## src/rtl/resonator_mac_sequencer.sv

```systemverilog
// Time-multiplexed 2nd-order resonator sharing a single 16x16 multiplier over four MAC cycles per sample.
// Optional output saturation is enabled by defining RESONATOR_SAT_EN; the default build wraps.
module resonator_mac_sequencer #(
  parameter logic signed [15:0] B0_INIT = 16'sh0008,
  parameter logic signed [15:0] B2_INIT = 16'shFFF7,
  parameter logic signed [15:0] A1_INIT = 16'shC51C,
  parameter logic signed [15:0] A2_INIT = 16'sh1FEF
) (
  input  logic        clk,
  input  logic        reset,
  input  logic        s_valid,
  output logic        s_ready,
  input  logic [15:0] s_data,
  output logic        m_valid,
  input  logic        m_ready,
  output logic [15:0] m_data,
  input  logic        cfg_we,
  input  logic [1:0]  cfg_addr,
  input  logic [15:0] cfg_data,
  output logic        busy
);

  typedef enum logic [2:0] {IDLE, MB0, MB2, MA1, MA2, OUT} state_t;

  localparam logic signed [15:0] COEF_INIT [4] = '{B0_INIT, B2_INIT, A1_INIT, A2_INIT};

  state_t             state_reg;
  logic signed [15:0] x_reg, x1_reg, x2_reg, y1_reg, y2_reg;
  logic signed [17:0] acc_reg, acc_next;
  logic signed [15:0] coef [4];
  logic               m_valid_reg;
  logic [15:0]        m_data_reg;

  logic signed [15:0] coef_sel, operand;
  logic               subtract;
  logic signed [31:0] prod;
  logic signed [17:0] term;
  logic [15:0]        y_next;
  logic               unused_prod_bits;

  genvar gi;
  generate
    for (gi = 0; gi < 4; gi++) begin : g_coef
      logic signed [15:0] coef_q;
      always_ff @(posedge clk) begin
        if (reset)
          coef_q <= COEF_INIT[gi];
        else if (cfg_we && state_reg == IDLE && cfg_addr == 2'(gi))
          coef_q <= cfg_data;
      end
      assign coef[gi] = coef_q;
    end
  endgenerate

  always_comb begin
    coef_sel = coef[0];
    operand  = x_reg;
    subtract = 1'b0;
    case (state_reg)
      MB2: begin coef_sel = coef[1]; operand = x2_reg; end
      MA1: begin coef_sel = coef[2]; operand = y1_reg; subtract = 1'b1; end
      MA2: begin coef_sel = coef[3]; operand = y2_reg; subtract = 1'b1; end
      default: ;
    endcase
  end

  // Dropping the low 15 bits floors the Q1.15 product toward -inf.
  assign prod             = coef_sel * operand;
  assign term             = {{2{prod[30]}}, prod[30:15]};
  assign acc_next         = subtract ? (acc_reg - term) : (acc_reg + term);
  assign unused_prod_bits = ^{prod[31], prod[14:0]};

`ifdef RESONATOR_SAT_EN
  logic signed [19:0] acc_x4;
  assign acc_x4 = {acc_next, 2'b00};
  always_comb begin
    if (acc_x4 > 20'sd32767)
      y_next = 16'h7FFF;
    else if (acc_x4 < -20'sd32768)
      y_next = 16'h8000;
    else
      y_next = acc_x4[15:0];
  end
`else
  assign y_next = {acc_next[13:0], 2'b00};
`endif

  always_ff @(posedge clk) begin
    if (reset) begin
      state_reg   <= IDLE;
      x_reg       <= '0;
      x1_reg      <= '0;
      x2_reg      <= '0;
      y1_reg      <= '0;
      y2_reg      <= '0;
      acc_reg     <= '0;
      m_valid_reg <= 1'b0;
      m_data_reg  <= '0;
    end else begin
      case (state_reg)
        IDLE: begin
          if (s_valid) begin
            x_reg     <= s_data;
            acc_reg   <= '0;
            state_reg <= MB0;
          end
        end
        MB0: begin acc_reg <= acc_next; state_reg <= MB2; end
        MB2: begin acc_reg <= acc_next; state_reg <= MA1; end
        MA1: begin acc_reg <= acc_next; state_reg <= MA2; end
        MA2: begin
          acc_reg     <= acc_next;
          m_data_reg  <= y_next;
          m_valid_reg <= 1'b1;
          state_reg   <= OUT;
        end
        OUT: begin
          // History advances only when the sink actually takes the sample.
          if (m_ready) begin
            x2_reg      <= x1_reg;
            x1_reg      <= x_reg;
            y2_reg      <= y1_reg;
            y1_reg      <= m_data_reg;
            m_valid_reg <= 1'b0;
            state_reg   <= IDLE;
          end
        end
        default: state_reg <= IDLE;
      endcase
    end
  end

  assign s_ready = (state_reg == IDLE);
  assign busy    = (state_reg != IDLE);
  assign m_valid = m_valid_reg;
  assign m_data  = m_data_reg;

endmodule

```

## config.mk

```make
export PLATFORM = sky130hd
export DESIGN_NAME = resonator_mac_sequencer
export DESIGN_NICKNAME = d
export VERILOG_FILES = /design/src/rtl/resonator_mac_sequencer.sv
export SDC_FILE = /design/constraint.sdc
export NUM_CORES = 1
export LEC_CHECK = 0
export BUFFER_PORTS_ARGS = -buffer_cell sky130_fd_sc_hd__buf_2
export CAP_MARGIN = 20
export CORE_UTILIZATION = 40
export CTS_BUF_LIST = sky130_fd_sc_hd__clkbuf_8
export CTS_CLUSTER_SIZE = 12
export DETAILED_ROUTE_END_ITERATION = 8
export HOLD_SLACK_MARGIN = 0.08
export RECOVER_POWER = 100
export SLEW_MARGIN = 20
export SYNTH_ARGS = -nofsm -noshare
export SYNTH_HDL_FRONTEND = slang
export SYNTH_SLANG_ARGS = --single-unit
```

## constraint.sdc

```tcl
create_clock -name clk -period 11.7 [get_ports clk]
set_input_delay 0.585 -clock clk [delete_from_list [all_inputs] [get_ports clk]]
set_output_delay 0.585 -clock clk [all_outputs]
set_load 0.01 [all_outputs]
```

==> impl_metrics.toml <==
[route]
ant_nets = 0
routed_wl_um = 51100
vias_per_cell = 5.32
num_vias = 14300
drtPass1Iterations = 5
drt_iter0_drc = 1019
wl_per_cell_um = 19.0
drc = 0

[worst_setup_path]
endpoint_kind = "flip-flop"
max_stage_delay_ps = 960
cp-start-kind = "flip-flop"
crit_required_ps = 12030
path_max_fanout = 54
crit_top_cell = "fa_1"
crit_arrival_ps = 11170
cpMaxStageDelayCell = "dfxtp_2"
critPathKind = "flip-flop to flip-flop"

[final_layout]
stdcell_area_um2 = 18400
syn2layout_area_growth_pct = 6.70
layout_common_cells = "nand2_1, inv_1, fa_1"
regMostFlops = "g_coef.coef_q"
layout_commonest_cell = "nand2_1"
drive_above_1_share_pct = 6.21
stdcell_count = 2683
post-route-util_pct = 43.6
largest_reg_flops = 64
nets = 2498

[timing]
tightest_slew_ps = 2540
finalCriticalPeriod_ps = 10840
fmax_mhz = 92.3
finalClockSkew_ps = 11.9
fin_crit_sh_pct = 92.6
fin_setup_tns_ps = 0
hold_viol = 0
rsz0062_at_grt = "no"
worst_slack_ps = 861
fin_hold_ws_ps = 345
setup_viol = 0
relSlewSlack_pct = -69.2
slew_viol_final = 107

[logic_synthesis]
syn_inst = 2130
synth_area_um2 = 17200
synth_seq_cells = 172
synth_edf_count = 0
avgSynthCellArea_um2 = 8.10
yosys_warnings = 0
synth-main-ff-cell = "dfxtp_1"
synth.yosys.seq_area_share_pct = 20.0
ys_types = 70
ys_async_sr_fraction_pct = 0

[floorplanning]
dieWidth_um = 210
fp.dieArea_um2 = 44000
start_util_pct = 40.8
num_rows = 75
die_h_um = 210
ios = 58
fp.coreArea_um2 = 42200

[global_route]
grt_start_max_net_pins = 91
grt_pass1_wl_um = 81400
grt_pass1_vias = 14500
antenna_found_initial = 1
grt_use_total_pct = 24.1
gr-total-overflow = 0

[place]
placement.io_buffers = 55
placed_area_um2 = 18000
gp_congestion = 0.971
dpl.cell_count = 2651
hpwlAfterDp_um = 40600
pre_cts_slack_ps = 925

[power]
p_per_area_nw_per_um2 = 299
p_leak_nw = 7.91
vdd.ir_drop.worst_uv = 409
total_power_mw = 5.50

[cts]
htreeDepth = 4
cts.path.max_buffers = 2
numCtsBuffers = 17
clock_sinks = 172
cts_tree = "built"
clkSlewWorstSetupHoldPaths_ps = 90
cts-root-buf = "clkbuf_8"
clk_latency_ps = 470

[status]
status = "complete, but fails checks"
violations = "max-capacitance violations, max-slew violations"

[run]
drv_cap = 2

[worst_hold_path]
hold_path_class = "primary input to flip-flop"
==> synth_stat cells (6+ instances only) <==
cell	count	area [µm²]
a211oi_1	9	67.6
a21o_1	6	45.0
a21oi_1	150	751
a22oi_1	10	75.1
and2_1	12	75.1
buf_1	7	26.3
clkbuf_1	90	338
dfxtp_1	172	3440
fa_1	239	4780
ha_1	89	1110
inv_1	285	1070
mux2_2	7	78.8
mux2i_1	34	340
nand2_1	464	1740
nand2b_1	14	87.6
nand3_1	15	75.1
nand3b_1	39	293
nand4_1	9	56.3
nor2_1	179	672
nor2b_1	10	62.6
nor3_1	15	75.1
o211ai_1	24	180
o21a_1	23	173
o21ai_0	46	230
o21ai_1	24	120
or2_2	7	43.8
or3_1	29	181
xnor2_1	40	350
xor2_1	12	105
==> cells by family (layout without fill, tap and decap cells) <==
| kind of cell | after synthesis | in the layout | synth area share [%] |
|---|---|---|---|
| compound gates | 323 | 323 | 11.1 |
| xor+xnor | 52 | 52 | 2.64 |
| fa+ha+maj | 328 | 328 | 34.2 |
| buf+inv | 393 | 405 | 8.76 |
| flops | 172 | 172 | 20.0 |
| mux | 41 | 41 | 2.43 |
| other cells | 1 | 3 | 0.0217 |
| simple gates | 820 | 820 | 20.8 |
==> worst paths after layout <==
path	start	endpoint	slack, ps	depth (start not counted)
max	state_reg[1]	acc_reg[13]	860	35
min	s_data[6]	x_reg[6]	350	3
max reg2reg	state_reg[1]	acc_reg[13]	860	35
min reg2reg	y2_reg[13]	y2_reg[13]	450	2
==> metal layers <==
layer,GRT usage [%],vias to the layer above,wire length (µm)
li1,-,6740,-
met1,31.8,7039,21900
met2,41.4,411,25100
met3,2.72,73,2810
met4,7.12,0,1240
met5,0,-,0
==> worst max-delay path: cells and delay by family, from the launching register on <==
kind                     cells  cell delay [ps]
AO/OA/AOI/OAI               10             2820
XOR/XNOR                     4              750
adder cells (fa/ha/maj)      8             3510
buffers and inverters        7             1210
flip-flops                   1              960
multiplexers                 1              510
AND/OR/NAND/NOR              5              890
==> where the power goes <==
part | switching, mW | internal (mW) | total [mW]
clock | 0.236 | 0.193 | 0.429
sequential | 0.0465 | 0.625 | 0.671
combinational | 2.71 | 1.69 | 4.40
total | 2.99 | 2.51 | 5.50
==> cell type report <==
class	count	area, µm²
repair buffers	87	485
diodes	1	2.50
fillers	4311	23800
well taps	539	674
clock buffers	17	234
clock inverters	14	161
flip-flops and latches	172	3450
inverters	287	1080
multi-input cells	1566	12300
==> timing repair <==
item	in CTS	in global routing
setup endpoints to repair	0	1
gates resized for setup	0	3
hold buffers	0	0
buffers inserted	0	0
No activity file was read; power rests on OpenSTA's default activity.
